File: src/rtl/mac_ctrl_pkg.sv
// Shared types and sizing helpers for the MAC array sequencing controller.
package mac_ctrl_pkg;

  localparam int NUM_ROWS_DEF = 8;
  localparam int VEC_LEN_DEF  = 8;

  typedef enum logic [2:0] {
    IDLE,
    CLEAR,
    FILL,
    COMPUTE,
    DONE
  } mac_ctrl_state_t;

  // The step counter must represent every value up to rows+len without wrapping.
  function automatic int cnt_w(input int rows, input int len);
    return $clog2(rows + len + 1);
  endfunction

endpackage

File: src/rtl/mac_skew_gen.sv
// Systolic window decode: maps compute step k to per-row A reads, the B read,
// and the MAC enables that trail the reads by the FIFO read latency.
module mac_skew_gen
  import mac_ctrl_pkg::*;
#(
  parameter int NUM_ROWS = NUM_ROWS_DEF,
  parameter int VEC_LEN  = VEC_LEN_DEF,
  parameter int CW       = cnt_w(NUM_ROWS, VEC_LEN)
) (
  input  logic                clk,
  input  logic                rst_n,
  input  logic                active,
  input  logic                kill,
  input  logic [CW-1:0]       k,
  output logic [NUM_ROWS-1:0] a_rden,
  output logic                b_rden,
  output logic [NUM_ROWS-1:0] mac_en
);

  // NOTE: every always_comb output gets a default before any branch, so no
  // path can leave it unassigned and infer a latch.
  always_comb begin
    a_rden = '0;
    b_rden = 1'b0;
    if (active) begin
      for (int r = 0; r < NUM_ROWS; r++) begin
        if (int'(k) >= r && int'(k) < r + VEC_LEN) a_rden[r] = 1'b1;
      end
      b_rden = (int'(k) < VEC_LEN);
    end
  end

  // NOTE: state is declared with an asynchronous active-low reset and updated
  // only with non-blocking assignments, so every flop samples pre-edge values.
  always_ff @(posedge clk or negedge rst_n) begin
    if (!rst_n) begin
      mac_en <= '0;
    end else if (kill) begin
      mac_en <= '0;
    end else begin
      mac_en <= a_rden;
    end
  end

endmodule

File: src/rtl/mac_array_ctrl.sv
// Sequencing FSM for a row of MAC units computing y = A*b: clear, wait for
// full FIFOs, stream a skewed read window, then report completion.
module mac_array_ctrl
  import mac_ctrl_pkg::*;
#(
  parameter int NUM_ROWS = NUM_ROWS_DEF,
  parameter int VEC_LEN  = VEC_LEN_DEF
) (
  input  logic                clk,
  input  logic                rst_n,
  input  logic                start,
  input  logic                abort,
  input  logic [NUM_ROWS-1:0] a_full,
  input  logic [NUM_ROWS-1:0] a_empty,
  input  logic                b_full,
  input  logic                b_empty,
  output logic [NUM_ROWS-1:0] a_rden,
  output logic                b_rden,
  output logic                mac_clr,
  output logic [NUM_ROWS-1:0] mac_en,
  output logic                busy,
  output logic                done,
  output logic                result_valid,
  output logic                err
);

  localparam int CW   = cnt_w(NUM_ROWS, VEC_LEN);
  localparam int LAST = NUM_ROWS + VEC_LEN - 1;

  mac_ctrl_state_t state;
  logic [CW-1:0]   k;
  logic            underflow;
  logic            kill;

  // Reads are only decoded in COMPUTE, so an empty flag elsewhere is harmless.
  assign underflow = (|(a_rden & a_empty)) | (b_rden & b_empty);
  assign kill      = ((state != IDLE) && abort) || underflow;

  mac_skew_gen #(
    .NUM_ROWS (NUM_ROWS),
    .VEC_LEN  (VEC_LEN),
    .CW       (CW)
  ) u_skew (
    .clk    (clk),
    .rst_n  (rst_n),
    .active (state == COMPUTE),
    .kill   (kill),
    .k      (k),
    .a_rden (a_rden),
    .b_rden (b_rden),
    .mac_en (mac_en)
  );

  always_ff @(posedge clk or negedge rst_n) begin
    if (!rst_n) begin
      state        <= IDLE;
      k            <= '0;
      mac_clr      <= 1'b0;
      done         <= 1'b0;
      busy         <= 1'b0;
      result_valid <= 1'b0;
      err          <= 1'b0;
    end else begin
      mac_clr <= 1'b0;
      done    <= 1'b0;
      if (state != IDLE && abort) begin
        // Abort outranks underflow and completion: no flags change.
        state <= IDLE;
        busy  <= 1'b0;
        k     <= '0;
      end else begin
        case (state)
          IDLE: begin
            if (start) begin
              state        <= CLEAR;
              mac_clr      <= 1'b1;
              busy         <= 1'b1;
              result_valid <= 1'b0;
              err          <= 1'b0;
            end
          end
          CLEAR: state <= FILL;
          FILL: begin
            if (&a_full && b_full) begin
              state <= COMPUTE;
              k     <= '0;
            end
          end
          COMPUTE: begin
            if (underflow) begin
              err   <= 1'b1;
              state <= IDLE;
              busy  <= 1'b0;
              k     <= '0;
            end else if (k == CW'(LAST)) begin
              state <= DONE;
              done  <= 1'b1;
              k     <= '0;
            end else begin
              k <= k + CW'(1);
            end
          end
          DONE: begin
            result_valid <= 1'b1;
            busy         <= 1'b0;
            state        <= IDLE;
          end
          default: begin
            state <= IDLE;
            busy  <= 1'b0;
          end
        endcase
      end
    end
  end

endmodule

File: config.mk
export PLATFORM = sky130hd
export DESIGN_NAME = mac_array_ctrl
export DESIGN_NICKNAME = d
export VERILOG_FILES = /design/src/rtl/mac_ctrl_pkg.sv /design/src/rtl/mac_skew_gen.sv /design/src/rtl/mac_array_ctrl.sv
export SDC_FILE = /design/constraint.sdc
export NUM_CORES = 1
export LEC_CHECK = 0
export ABC_AREA = 1
export BUFFER_PORTS_ARGS = -buffer_cell sky130_fd_sc_hd__buf_4
export CELL_PAD_IN_SITES_DETAIL_PLACEMENT = 1
export CELL_PAD_IN_SITES_GLOBAL_PLACEMENT = 1
export CORE_MARGIN = 1.5
export CORE_UTILIZATION = 29
export CTS_CLUSTER_DIAMETER = 200
export CTS_CLUSTER_SIZE = 25
export DETAILED_ROUTE_END_ITERATION = 10
export HOLD_SLACK_MARGIN = 0.03
export PLACE_DENSITY_LB_ADDON = 0.1
export SETUP_SLACK_MARGIN = 0.4
export SLEW_MARGIN = 15
export SYNTH_ARGS = -nofsm -noshare
export SYNTH_HDL_FRONTEND = slang
export SYNTH_HIERARCHICAL = 1
export SYNTH_SLANG_ARGS = --single-unit
File: constraint.sdc
create_clock -name clk -period 2.65 [get_ports clk]
set_input_delay 0.53 -clock clk [delete_from_list [all_inputs] [get_ports clk]]
set_output_delay 0.53 -clock clk [all_outputs]
set_load 0.03 [all_outputs]
After elaboration in Yosys (flattened, before gate mapping)
Cells that the tools add are included.
- bits in registers: 21
- input bits: 22
- output and inout port bits: 22
- word-level logic and storage cells: 100
- add/subtract/negate cells: 1
- order comparisons: 15
- eq/ne operators: 12
- multiplexer cells: 37
- bitwise logic cells: 4
- reductions and logical operators: 23
- operators with widths (operator ; number):
    less-than comparator 5 x 4 -> 1 bit, second input constant ; 8
    two-way mux 1 bit ; 21
    greater-or-equal comparator 5 x 3 -> 1 bit, second input constant ; 4
    two-way mux 5 bit ; 4
    two-way mux 8 bit ; 2
    two-way mux 3 bit ; 5
    one-hot mux 3 bit (4 select lines) ; 1
    greater-or-equal comparator 5 x 2 -> 1 bit, second input constant ; 2
    one-hot mux 5 bit (2 select lines) ; 1
    logical AND 1 bit ; 9
    inequality test 3 bit, second input constant ; 3
    AND reduction 3 bit ; 3
    AND 8 bit ; 1
    AND reduction 8 bit ; 1
    OR reduction 8 bit ; 1
    == test 3 x 2 -> 1 bit, second input constant ; 2
    nonzero test 3 bit ; 2
    adder 5 x 1 -> 5 bit, second input constant ; 1
    == test 5 x 4 -> 1 bit, second input constant ; 1
    greater-or-equal comparator 5 x 1 -> 1 bit, second input constant ; 1
    inequality test 2 bit, second input constant ; 2
    inequality test 4 bit, second input constant ; 1
    one-hot mux 1 bit (2 select lines) ; 2
    AND reduction 4 bit ; 1
    12 further kinds ; 13

Depth between registers and ports, before layout
- depth in word-level cells: 10
- depth in mapped cells: 15
- gate-level depth less buffers: 15

Modules after synthesis
Netlist, hierarchy kept.
- by module, submodules not included (module ; times used ; cells each ; area each (µm²)):
    mac_array_ctrl ; 1 ; 108 ; 818.3
    mac_skew_gen ; 1 ; 63 ; 500.5

Worst setup path before layout
No wires, ideal clock.
- path type: register -> register
- start point: reg state[2]
- end point: reg u_skew.mac_en[0]
- library setup time: 0.137 ns
- data arrival time: 2.360 ns
- required time: 2.513 ns
- setup slack: 0.153 ns
- cell stages (with the launch flop): 14
- path buffers: 1
- clock period less this slack: 2.497 ns
- path through: dfrtp_1 nor2_2 nand2_2 inv_2 nand3_2 nor2_1 inv_1 o21ai_1 inv_1 nand3_1 nor2_4 inv_2 clkbuf_1 nor3_1
- cells in the longest elaborated chain, start to end: 7
- elaborated cells between the ends (all ways): 11
- classes of those cells: eq/ne (1); mux (3); bitwise (3); reduce/logical (4)
- RTL lines (what ; line ; RTL):
    from (decl) ; mac_array_ctrl.sv:30 ; mac_ctrl_state_t state;
    from (signal assigned) ; mac_array_ctrl.sv:56 ; state <= IDLE;
    from (signal assigned) ; mac_array_ctrl.sv:68 ; state <= IDLE;
    from (signal assigned) ; mac_array_ctrl.sv:75 ; state <= CLEAR;
    == test 3 x 2 -> 1 bit ; mac_array_ctrl.sv:46 ; .active (state == COMPUTE),
    two-way mux 8 bit ; mac_skew_gen.sv:25 ; if (active) begin
    via a_rden[5] ; mac_array_ctrl.sv:17 ; output logic [NUM_ROWS-1:0] a_rden,
    AND 8 bit ; mac_array_ctrl.sv:36 ; assign underflow = (|(a_rden & a_empty)) | (b_rden & b_empty);
    OR reduction 8 bit ; mac_array_ctrl.sv:36 ;
    bitwise OR 1 bit ; mac_array_ctrl.sv:36 ;
    logical OR 1 bit ; mac_array_ctrl.sv:37 ; assign kill = ((state != IDLE) && abort) || underflow;
    via kill ; mac_array_ctrl.sv:33 ; logic kill;
    two-way mux 8 bit ; mac_skew_gen.sv:38 ; end else if (kill) begin
    to (signal assigned) ; mac_skew_gen.sv:41 ; mac_en <= a_rden;
    to (decl) ; mac_skew_gen.sv:17 ; output logic [NUM_ROWS-1:0] mac_en
The timed path passes the listed nets, and every way through them passes these cells.
A chain may end at the register's enable or synchronous reset.

Final worst setup path
- start point: reg state[0]
- end point: out a_rden[6]
- cells in the longest elaborated chain, start to end: 2
- RTL lines (what ; line):
    == test 3 x 2 -> 1 bit ; mac_array_ctrl.sv:46
    two-way mux 8 bit ; mac_skew_gen.sv:25
    to (decl) ; mac_array_ctrl.sv:17
No other way between the ends.

==> impl_metrics.py <==
metrics = {
    "place": {
        "dp_hpwl_microns": 2960,
        "place_area_sq_um": 1730,
        "numPortBuffers": 43,
        "place_congestion": 0.842,
    },
    "sta": {
        "finalCriticalPeriod_ps": 2110,
        "rsz0062_at_grt": "no",
        "skew_ps": 1.18,
        "setup_viol_count_final": 0,
        "relSlewSlack": 0.764,
        "min_period_over_period": 0.796,
        "worstMarginPinSlew_ps": 354,
        "fin_tns_setup_ps": 0,
        "fmax_mhz": 474,
        "slew_viol_final": 0,
        "hold_violations": 0,
    },
    "setup_path": {
        "path_buf_inv": 2,
        "crit_chain": "nand2_2 -> nor2_4 -> nand2_2 -> inv_2 -> nand2_1 -> nor2_2 -> buf_4",
        "crit_fanout": 6,
        "cp_slowest_stage_delay_ps": 420,
        "critPathKind": "flop to output pin",
        "crit_family": "simple AND/OR/NAND/NOR gates",
        "worstSetupEndpointType": "output pin",
        "worst_setup_path_start_kind": "flop",
        "cpMostUsedCell": "nand2_2",
        "arrival_ps": 1580,
        "crit_slowest_cell": "dfrtp_1",
        "worstPathRequired_ps": 2120,
    },
    "drt": {
        "drt_wl_total_microns": 3620,
        "drc_errors": 0,
        "avgViaCountPerCell": 4.52,
        "post_drt_wl_per_cell_microns": 13.3,
        "drtIter0Drc": 21,
        "dr.pass1.iters": 4,
        "drtAntennaViolNets": 0,
        "num_vias": 1233,
    },
    "synthesis": {
        "synth_area_sq_um": 1320,
        "synth_fp_nets": 194,
        "yosysUniqueCellTypes": 27,
        "ys_seq_area_frac": 0.398,
        "synth-warning-count": 6,
        "yosys.area.top_type_share": 0.398,
        "synthTopCellsByArea": "dfrtp_1, nand2_1, nor2_1, nand3_1, inv_1",
        "ys_ff_latch": 21,
        "synth.largest_area_cell": "dfrtp_1",
        "syn_avg_cell_area_sq_um": 7.71,
        "netlist_instances": 171,
    },
    "final_layout": {
        "final_cell_mix": "buf_4, nand2_1, dfrtp_1",
        "drive_gt1_frac": 0.457,
        "seq_area_sq_um": 531,
        "fillCellCount": 534,
        "multi_input_area_sq_um": 736,
        "synthToLayoutAreaGrowth_pct": 39.0,
        "final_cell_area_sq_um": 1830,
        "diodes": 0,
        "final_common_cell": "buf_4",
        "finalNetCount": 245,
    },
    "clock_tree": {
        "cts_tree": "done",
        "clk_pin_slew_worst_paths_ps": 80,
        "cts_buffers": 3,
        "clockBufferDepth": 2,
        "h-tree-depth": 1,
        "clk_latency_ps": 260,
        "hold_buffers": 0,
        "cts_root_buf": "clkbuf_8",
        "cts_num_sinks": 21,
    },
    "floorplanning": {
        "coreArea_sq_um": 4350,
        "fp-row-count": 24,
        "boundaryPins": 44,
        "die_x_microns": 70.4,
        "die_area_sq_um": 4960,
        "start_util": 0.303,
        "die_h_microns": 70.4,
    },
    "job": {
        "maxCapViolCount": 0,
    },
    "global_routing": {
        "grt_overflow_total": 0,
        "grt_max_degree": 22,
        "globalRouteTotalUtil": 0.152,
        "grt_first_pass_wirelength_microns": 6070,
        "antenna_found_initial": 0,
        "grt_pass1_vias": 1266,
    },
    "pwr": {
        "max-vdd-ir-drop_uv": 248,
        "p_per_area_nw_per_um2": 744,
        "p_leak_nw": 0.968,
    },
    "hold_path": {
        "hp-class": "input port to asynchronous set/reset pin",
    },
    "status": {
        "outcome": "finished, final reports clean",
    },
}
cells in the mapped netlist:
cell type and n:
a31oi_1 1, buf_4 1, clkbuf_1 1, dfrtp_1 21
ha_1 1, inv_1 16, inv_2 6, inv_4 2
nand2_1 42, nand2_2 5, nand2_4 1, nand2_8 1
nand3_1 14, nand3_2 3, nand3b_1 1, nand4_1 2
nor2_1 20, nor2_2 6, nor2_4 5, nor3_1 4
nor3_2 4, nor4_1 1, o211ai_2 1, o21ai_1 6
o21ai_2 3, or2_2 1, xor2_1 2
per-stage QoR:
| stage | power [mW] | instances | util | hold WS (ps) | setup slack (ps) |
|---|---|---|---|---|---|
| after floorplan | 0.929 | 171 | - | 234 | 484 |
| after global placement | 1.11 | 264 | 0.397 | 430 | 548 |
| after detailed placement | 1.12 | 264 | 0.397 | 438 | 420 |
| after CTS | 1.35 | 269 | 0.410 | 147 | 450 |
| after global routing | 1.46 | 273 | 0.421 | 154 | 413 |
| final | 1.36 | 273 | 0.421 | 142 | 539 |
state kept, by name, summed over array words and instances (netlist names):
name           cells
busy               1
u_skew/mac_en      8
err                1
k                  5
done               1
state              3
mac_clr            1
result_valid       1
cell type report:
cell class | count | share of cell area
multi-input combinational | 124 | 0.401
clock buffer | 3 | 0.0225
inverter | 24 | 0.0519
timing repair buffer | 48 | 0.197
tap | 52 | 0.0355
sequential | 21 | 0.289
clock inverter | 1 | 0.00273
logic make-up after synthesis:
group / share of synthesized area
compound gates: 0.0569
xor+xnor: 0.0133
flops: 0.398
fa+ha+maj: 0.00949
buf+inv: 0.0806
simple gates: 0.441
where the power goes:
| part | total [mW] | switching, mW | internal (mW) |
|---|---|---|---|
| combinational | 0.711 | 0.457 | 0.253 |
| sequential | 0.441 | 0.0619 | 0.379 |
| clock | 0.212 | 0.107 | 0.105 |
what timing repair did:
action	4_1_cts	5_1_grt
resized for setup	1	7
setup buffers	1	4
pin swaps	1	1
endpoints found under the setup margin	8	20
worst paths after layout:
path | startpoint | endpoint | slack [ps] | cells past startpoint
setup / recovery | state[0]$_DFFE_PN0P_ | a_rden[6] | 540 | 7
hold / removal | rst_n | u_skew/mac_en[3]$_DFF_PN0_ | 140 | 1
setup reg to reg | state[0]$_DFFE_PN0P_ | u_skew/mac_en[5]$_DFF_PN0_ | 620 | 13
hold reg to reg | busy$_DFFE_PN0P_ | busy$_DFFE_PN0P_ | 480 | 2
max in group asynchronous | rst_n | k[4]$_DFFE_PN0P_ | 2270 | 1
min in group clk | busy$_DFFE_PN0P_ | busy$_DFFE_PN0P_ | 480 | 2
metal layers:
metal	up-vias	global-route usage	wire length [microns]
li1	634	-	-
met1	563	0.231	1850
met2	32	0.224	1580
met3	4	0.0231	162
met4	0	0.0385	27
met5	-	0	0
(Power assumes the default switching activity.)
